===== config.mk =====
export PLATFORM = sky130hd
export DESIGN_NAME = fifo_mac_reader
export DESIGN_NICKNAME = d
export VERILOG_FILES = /design/src/rtl/fifo_mac_reader.sv
export SDC_FILE = /design/constraint.sdc
export NUM_CORES = 1
export LEC_CHECK = 0
export ABC_AREA = 1
export BUFFER_PORTS_ARGS = -buffer_cell sky130_fd_sc_hd__buf_2
export CAP_MARGIN = 30
export CORE_ASPECT_RATIO = 0.5
export CORE_UTILIZATION = 40
export CTS_BUF_LIST = sky130_fd_sc_hd__clkbuf_8
export DETAILED_ROUTE_END_ITERATION = 12
export PLACE_DENSITY_LB_ADDON = 0.1
export SLEW_MARGIN = 20
export SYNTH_ARGS = -nofsm -noshare
export SYNTH_HDL_FRONTEND = slang
export SYNTH_SLANG_ARGS = --single-unit
export TNS_END_PERCENT = 1

===== constraint.sdc =====
create_clock -name clk -period 7.65 [get_ports clk]
set_input_delay 1.53 -clock clk [delete_from_list [all_inputs] [get_ports clk]]
set_output_delay 1.53 -clock clk [all_outputs]
set_load 0.01 [all_outputs]

===== src/rtl/fifo_mac_reader.sv =====
// Streams LEN operand pairs out of two registered-output FIFOs and accumulates
// their unsigned dot product into acc_out, pulsing done once the job completes.
//
//  state  | meaning
//  -------+------------------------------------------------------------
//  S_IDLE | waiting for start; clr may zero the accumulator; result held
//  S_RUN  | issuing paired reads and accumulating returned products
//  S_DONE | one-cycle completion pulse, acc_out holds the final sum
module fifo_mac_reader #(
    parameter int DATA_WIDTH = 8,
    parameter int ACC_WIDTH  = 24,
    parameter int LEN        = 8
) (
    input  logic                  clk,
    input  logic                  rst_n,
    input  logic                  start,
    input  logic                  clr,
    input  logic                  a_empty,
    input  logic                  b_empty,
    input  logic [DATA_WIDTH-1:0] a_data,
    input  logic [DATA_WIDTH-1:0] b_data,
    output logic                  a_rden,
    output logic                  b_rden,
    output logic [ACC_WIDTH-1:0]  acc_out,
    output logic                  busy,
    output logic                  done
);

    typedef enum logic [1:0] {
        S_IDLE = 2'd0,
        S_RUN  = 2'd1,
        S_DONE = 2'd2
    } state_t;

    localparam logic [7:0] LEN_C = 8'(LEN);

    state_t                  state;
    state_t                  state_nxt;
    logic [7:0]              issue_left;
    logic [7:0]              acc_left;
    logic                    pending;
    logic                    rd_ok;
    logic                    last_acc;
    logic [2*DATA_WIDTH-1:0] product;
    logic [ACC_WIDTH-1:0]    product_ext;
    logic [ACC_WIDTH-1:0]    acc_q;

    // Both strobes come from one term so the FIFOs can never drift apart.
    assign rd_ok    = (state == S_RUN) && !a_empty && !b_empty && (issue_left != 8'd0);
    assign a_rden   = rd_ok;
    assign b_rden   = rd_ok;
    assign last_acc = pending && (acc_left == 8'd1);

    assign product     = a_data * b_data;
    assign product_ext = ACC_WIDTH'(product);

    always_comb begin
        state_nxt = state;
        case (state)
            S_IDLE:  if (start) state_nxt = S_RUN;
            S_RUN:   if (last_acc) state_nxt = S_DONE;
            S_DONE:  state_nxt = S_IDLE;
            default: state_nxt = S_IDLE;
        endcase
    end

    always_ff @(posedge clk or negedge rst_n) begin
        if (!rst_n) begin
            state <= S_IDLE;
        end else begin
            state <= state_nxt;
        end
    end

    // Down-counters: issue_left gates new reads, acc_left reaching 1 with a
    // product pending marks the final accumulation.
    always_ff @(posedge clk or negedge rst_n) begin
        if (!rst_n) begin
            issue_left <= 8'd0;
            acc_left   <= 8'd0;
            pending    <= 1'b0;
            acc_q      <= '0;
        end else if (state == S_IDLE) begin
            pending <= 1'b0;
            if (start) begin
                acc_q      <= '0;
                issue_left <= LEN_C;
                acc_left   <= LEN_C;
            end else if (clr) begin
                acc_q <= '0;
            end
        end else begin
            pending <= rd_ok;
            if (rd_ok) begin
                issue_left <= issue_left - 8'd1;
            end
            if (pending) begin
                acc_q    <= acc_q + product_ext;
                acc_left <= acc_left - 8'd1;
            end
        end
    end

    assign acc_out = acc_q;
    assign busy    = (state == S_RUN);
    assign done    = (state == S_DONE);

endmodule


* After elaboration in Yosys (flattened, before gate mapping)
Cells that the tools add are included.
Operators by class: $add $sub $neg 3, $mul 1, divide/modulo/power cells 0, order comparisons 0, equal/unequal tests 6, shifts and indexed selects 0, multiplexer cells 13, bitwise operators 0, reduce and logical (&&, ||, !) cells 14
Operators with widths (count):
- $mux 24 | 4
- $mux 8 | 5
- $add 24x16->24 | 1
- $mul 8x8->16 | 1
- $sub 8x1->8 const B | 2
- $eq 8x1->1 const B | 1
- $reduce_and 2->1 | 4
- $reduce_bool 8->1 | 1
- $logic_and 1x1->1 | 4
- $mux 2 | 2
- $pmux 2 s2 | 1
- $reduce_bool 2->1 | 2
- $ne 3x3->1 const B | 1
- $eq 2x1->1 const B | 1
- $eq 2x2->1 const B | 1
- $logic_not 1->1 | 2
- $logic_not 2->1 | 1
- $ne 2x1->1 const B | 1
- $ne 2x2->1 const B | 1
- $mux 1 | 1
Word-level totals: register bits 43, bits in latches 0, memory bits (writable) 0, ROM bits 0, input port bits 22, output and inout port bits 28, word-level logic and storage cells 42, memories 0

* Longest topological paths before layout
Gate-level depths: netlist (run 1).
depth in word-level cells 6, mapped depth 23, depth with buffers taken out 22

* Worst setup path before layout (run 1)
OpenSTA, ideal clock, no wires.
path kind input to register, start point input a_data[0], end point register acc_q[19] (netlist: acc_out[19]), setup time 0.119 ns, arrival 5.107 ns, data required time 7.531 ns, slack 2.424 ns, stages on the path 19, buffers on the path 1, cell sequence clkbuf_1 -> nand2_1 -> fa_1 -> fa_1 -> inv_1 -> fa_1 -> inv_1 -> fa_1 -> inv_1 -> ha_1 -> nand2_1 -> nor2_1 -> nand3_1 -> nand2_1 -> nand3_1 -> nand2_1 -> nand3_1 -> nand2_1 -> nor2_1
On the way: cells in the longest elaborated chain, start to end 4
RTL lines:
- start, declared | RTL line 20 | input logic [DATA_WIDTH-1:0] a_data,
- $mul 8x8->16 | RTL line 54 | assign product = a_data * b_data;
- $add 24x16->24 | RTL line 98 | acc_q <= acc_q + product_ext;
- $mux 24 | RTL line 97 | if (pending) begin
- $mux 24 | RTL line 83 | end else if (state == S_IDLE) begin
- end signal, assigned | RTL line 98
- end, declared | RTL line 46 | logic [ACC_WIDTH-1:0] acc_q;
Every way passes these cells. The select of a mux whose other input is x is not followed. A chain may end at the register's enable or synchronous reset.

* Final worst setup path (run 1)
start point input a_data[0], end point register acc_q[23] (netlist: acc_out[23])
The elaborated chain is that of the path after synthesis.

==> results of run 1 <==
-- worst max-delay path, stage by stage --
cell	delay (ps)
buf_2	200
nand2_1	110
fa_1	520
fa_1	550
inv_1	60
fa_1	530
inv_1	60
fa_1	530
inv_1	50
ha_1	330
nand2_1	110
nor2_1	160
nand3_1	90
nand2_1	120
nand3_1	80
nand2_1	150
nand3_1	90
nand2_1	60
nor2_1	40
-- flip-flops by register name, summed over array words and instances (netlist names) --
name        cells
acc_out        24
acc_left        8
issue_left      8
state           2
pending         1
-- routing by layer --
metal	share of wire, %	up-vias	wire length (um)
met1	52	1879	5990
li1	-	2108	-
met3	5.8	4	668
met2	42	65	4770
met5	0	-	0
met4	0.31	0	35
-- cells by family (layout without fill, tap and decap cells) --
family	count (synthesis)	after routing	share of synthesized area [%]
and+or+nand+nor	281	281	24.7
buffers and inverters	195	232	15.0
adders and majority gates	95	95	31.0
AOI/OAI and AO/OA	63	63	6.86
DFF	43	43	21.4
xor gates and xnor gates	6	6	1.04
-- Yosys cell counts --
cell type and n:
a21oi_1 27, a22o_1 1, a31oi_1 1, and2_1 3, buf_2 2, buf_4 2
buf_6 2, clkbuf_1 15, dfrtp_1 43, fa_1 50, ha_1 45, inv_1 171
inv_2 3, nand2_1 185, nand2_2 2, nand2_4 5, nand3_1 32, nand3b_1 4
nand3b_4 1, nand4_1 3, nand4_2 1, nor2_1 34, nor2_4 1, nor3_1 3
nor3_2 3, nor3_4 1, nor4_1 2, o21ai_0 12, o21ai_1 12, o21ai_2 1
o21ai_4 1, o22ai_1 8, or2_1 1, xnor2_1 1, xor2_1 5
-- worst paths after layout --
check | from | end | slack [ps]
hold reg to reg | acc_out[16] | acc_out[16] | 520
setup reg to reg | acc_out[6] | acc_out[12] | 3640
min in group asynchronous | rst_n | acc_left[6] | 1200
hold / removal | acc_out[16] | acc_out[16] | 520
max in group asynchronous | rst_n | acc_out[8] | 5920
setup / recovery | a_data[0] | acc_out[23] | 2480
-- report_power, final --
part / total (W) / leakage, nW / switching [W] / internal [W]
Clock: 0.000193 / 0.0548 / 0.0000940 / 0.0000986
Combinational: 0.00170 / 2.74 / 0.00109 / 0.000614
Sequential: 0.000385 / 0.532 / 0.0000693 / 0.000316
-- stage by stage --
| step | utilization (%) | setup WS, ps | cell area [um^2] |
|---|---|---|---|
| 2_1_floorplan | - | 2420 | 5040 |
| 3_3_place_gp | 44.7 | 2150 | 5390 |
| 3_5_place_dp | 44.9 | 2120 | 5410 |
| 4_1_cts | 45.8 | 2450 | 5520 |
| 5_1_grt | 45.8 | 2210 | 5520 |
| 6_report | 45.8 | 2480 | 5520 |
-- cell type report --
type,count,area [um^2]
Clock buffer,5,68.8
Clock inverter,3,46.3
Fill cell,1285,6530
Inverter,174,653
Multi-Input combinational cell,445,3200
Sequential cell,43,1080
Tap cell,165,206
Timing Repair Buffer,50,265
==> metrics.csv, run 1 <==
metric;value;unit
outcome;finished, final reports clean;
Rows;28;
Placer Congestion;0.819;
Hold Slack;520;ps
commonest cells after routing, fill and taps aside;185 x nand2_1, 171 x inv_1, 50 x fa_1;
first-pass GRT wire length;19.7;mm
worst-margin pin slew;561;ps
# IOs;50;
Die W;161;um
post-synthesis sequential area ratio;21.4;%
Area Growth Syn to Fin;9.59;%
# resized after CTS;0;
GR Overflow Total;0;
Hold Path Depth;2;
Most Crowded Layer GR;met2;
Die Height;81.4;um
die area;13100;um^2
gr usage total;19.1;%
DRC Markers;0;
Critical Path Fanout Max;8;
worst path required time;7860;ps
Reg clk slew, reported paths;100;ps
initial DRC count;195;
RSZ-0062 raised after global routing;false;
layout cells sized above 1;10.7;%
post-synth top area share;21.4;%
DR WL/cell;13.0;um
Final Cycle Share;67.6;%
setup tns final;0;ps
CP Capture Type;flop;
Num CTS Buffers;5;
vias in the first global route;3951;
startpoint types;input pin;
Final Skew;11.2;ps
Fin. Hold Viols;0;
most common cell after layout, fill and taps aside;nand2_1;
DP Wirelength;9.55;mm
synthesized instance count;683;
Syn Nets;800;
Syn Std Cell Area;5040;um^2
FF+latch count, synth;43;
GR Util met3;3.68;%
Pwr Density;413;nW/um^2
M2 GR Usage;29.4;%
antenna-violating nets left;0;
crit path DAT;5380;ps
worst skew pair latency;310;ps
max-cap violations;0;
router iterations before antenna repair;4;
Finished Layout Cells;885;
FMAX;0.193;GHz
Buffers on Ports;49;
Max-slew headroom;62.6;%
met1 track demand over resource;28.5;%
Final Slew Violations;0;
top post-synthesis cells by area;dfrtp_1 21%, fa_1 20%, nand2_1 14%;
H-Tree Depth;2;
initial antenna violation count;0;
Total Wirelength;11.5;mm
WS Path Type;in2reg;
Synth cell types;35;
VDD IR max;0.202;mV
Inst Count DP;877;
Final nets;836;
most area-hungry cell type in the Yosys netlist;dfrtp_1;
Starting Density;41.8;%
diode count;0;
Worst Reg-to-Reg Cells;18;
clock root cell;clkbuf_8;
Final Setup Violations;0;
synth warn;0;
total power;0.00228;W
Setup Buffers After CTS;0;
Leak;3.32;nW
CTS Hold Buffers Added;0;
worst hold path class;reg2reg;
CTS Buffer Depth;2;
CTS tree;built;
via count;4056;
CTS sink count;43;
Avg Vias per Cell;4.58;
Core Region;12100;um^2
Synth Area per Inst;7.38;um^2
Final min period;5170;ps
largest net degree at the start of global routing;23;
Power figures use the tool's default switching activity.
==> inputs of run 2 (changes only) <==
==> constraint.sdc (replaced) <==
create_clock -name clk -period 5.39 [get_ports clk]
set_input_delay 1.078 -clock clk [delete_from_list [all_inputs] [get_ports clk]]
set_output_delay 1.078 -clock clk [all_outputs]
set_load 0.01 [all_outputs]
==> run 2 against run 1 <==
Total power rose by 41%. Clock power up 20%. Design area fell by 0.16%. Count of clock-buffer cells in the layout up 1. Sequential share of layout area about the same. Combinational power is 42% higher. Sequential power increased by 43%. Worst hold slack gained 8.0 ps. First-iteration DRC count grew 3.6%. Global-route usage fell by 0.29 points. Via count increased by 0.86%. Cell count unchanged. Critical path type unchanged. Highest routed layer unchanged.
==> metrics.csv, run 2 (synthesis gave the netlist of run 1 again) <==
metric;value;unit
outcome;finished, final reports clean;
most common cell after layout, fill and taps aside;nand2_1;
CTS sink count;43;
Placer Congestion;0.819;
DRC Markers;0;
Setup Buffers After CTS;0;
# resized after CTS;0;
DR WL/cell;12.9;um
CP cell instances;buf_2 -> nand2_1 -> fa_1 -> fa_1 -> inv_1 -> fa_1 -> inv_1 -> fa_1 -> inv_1 -> ha_1 -> nand2_1 -> nor2_1 -> nand3_1 -> nand2_1 -> nand3_1 -> nand2_1 -> nand3_1 -> nand2_1 -> nor2_1;
Comb power frac;75.6;%
# IOs;50;
max-cap violations;0;
startpoint types;input pin;
total internal power;0.00142;W
router iterations before antenna repair;4;
most frequent CP cell;nand2_1;
GR Overflow Total;0;
CTS Buffer Depth;2;
Max-slew headroom;61.6;%
setup tns final;0;ps
CTS Hold Buffers Added;0;
Slowest-stage cell, CP;fa_1;
Die W;161;um
via count;4091;
sw frac;55.6;%
DP Area;5410;um^2
Total Wirelength;11.4;mm
Final Setup Violations;0;
Final Slew Violations;0;
Critical Path Fanout Max;8;
FMAX;0.210;GHz
Starting Density;41.8;%
Die Height;81.4;um
Rows;28;
Avg Vias per Cell;4.62;
VDD IR max;0.285;mV
DP Wirelength;9.62;mm
WS Path Type;in2reg;
Area Growth Syn to Fin;9.41;%
CTS tree;built;
Reg power frac;17.1;%
Filler cells;1306;
initial antenna violation count;0;
first-pass GRT wire length;19.3;mm
gr usage total;18.8;%
total power;0.00320;W
Fin. Hold Viols;0;
Final Skew;2.22;ps
CP Capture Type;flop;
antenna-violating nets left;0;
vias in the first global route;3898;
max reg flops;24;
worst skew pair latency;300;ps
die area;13100;um^2
Reg clk slew, reported paths;90;ps
H-Tree Depth;2;
Buffers on Ports;49;
commonest cells after routing, fill and taps aside;185 x nand2_1, 171 x inv_1, 50 x fa_1;
clock root cell;clkbuf_8;
worst-margin pin slew;576;ps
Pwr Density;581;nW/um^2
RSZ-0062 raised after global routing;false;
initial DRC count;202;
clock share of power;7.2;%
Reg area;1080;um^2
Final nets;836;
Final Cycle Share;88.4;%
Leak;3.32;nW
sw power;0.00178;W
crit path DAT;4970;ps
cell area after layout;5510;um^2
worst hold path class;reg2reg;
CP max stage delay;540;ps
flop2flop setup slack;1310;ps
diode count;0;
Core Region;12100;um^2
worst path required time;5590;ps
multi-input logic area;3200;um^2
layout cells sized above 1;10.7;%
largest net degree at the start of global routing;23;
Final min period;4770;ps
Num CTS Buffers;5;
run 2: cell types whose count changed in the layout (fill, tap and decap cells not counted), sizes merged:
cell	before	now
bufinv	1	0
clkbuf	5	6
clkinv	0	1
inv	175	174
run 2: power groups by stage:
stage	Clock, W	Sequential, W	Combinational (W)
2_1_floorplan	0	0.000567	0.00182
3_3_place_gp	0	0.000555	0.00241
3_5_place_dp	0	0.000557	0.00243
4_1_cts	0.000243	0.000551	0.00245
5_1_grt	0.000253	0.000571	0.00283
6_report	0.000232	0.000549	0.00242
run 2: critical path, delay by kind of cell:
family                   cells  cell delay, ps
buffers and inverters        4             360
AND/OR/NAND/NOR             10            1060
adder cells (fa/ha/maj)      5            2460
run 2: routing by layer:
metal	vias to the layer above	routed length [um]	global-route usage, %
li1	2118	-	-
met1	1889	6010	28.4
met2	76	4690	28.3
met3	8	668	3.63
met4	0	57	2.55
met5	-	0	0
run 2: layout make-up:
cell class / instances / area share [%]
well taps: 165 / 3.75
repair buffers: 50 / 4.95
inverters: 174 / 11.9
flip-flops and latches: 43 / 19.5
multi-input cells: 445 / 58.1
clock inverters: 2 / 0.295
clock buffers: 6 / 1.50
run 2: final timing paths:
kind                             start           to  cells past startpoint
max in group asynchronous        rst_n   acc_out[8]                      2
min                        acc_out[15]  acc_out[15]                      2
min in group asynchronous        rst_n  acc_left[4]                      1
min reg2reg                acc_out[15]  acc_out[15]                      2
max reg2reg                 acc_out[7]  acc_out[19]                     18
max                          a_data[0]  acc_out[19]                     19
run 2: per-stage QoR:
stage | setup WS, ps | std cells | util (%) | hold WS [ps]
2_1_floorplan | 616 | 683 | - | 473
6_report | 625 | 885 | 45.7 | 528
3_5_place_dp | 287 | 877 | 44.9 | 502
3_3_place_gp | 340 | 876 | 44.7 | 498
5_1_grt | 412 | 885 | 45.7 | 559
4_1_cts | 624 | 885 | 45.7 | 532
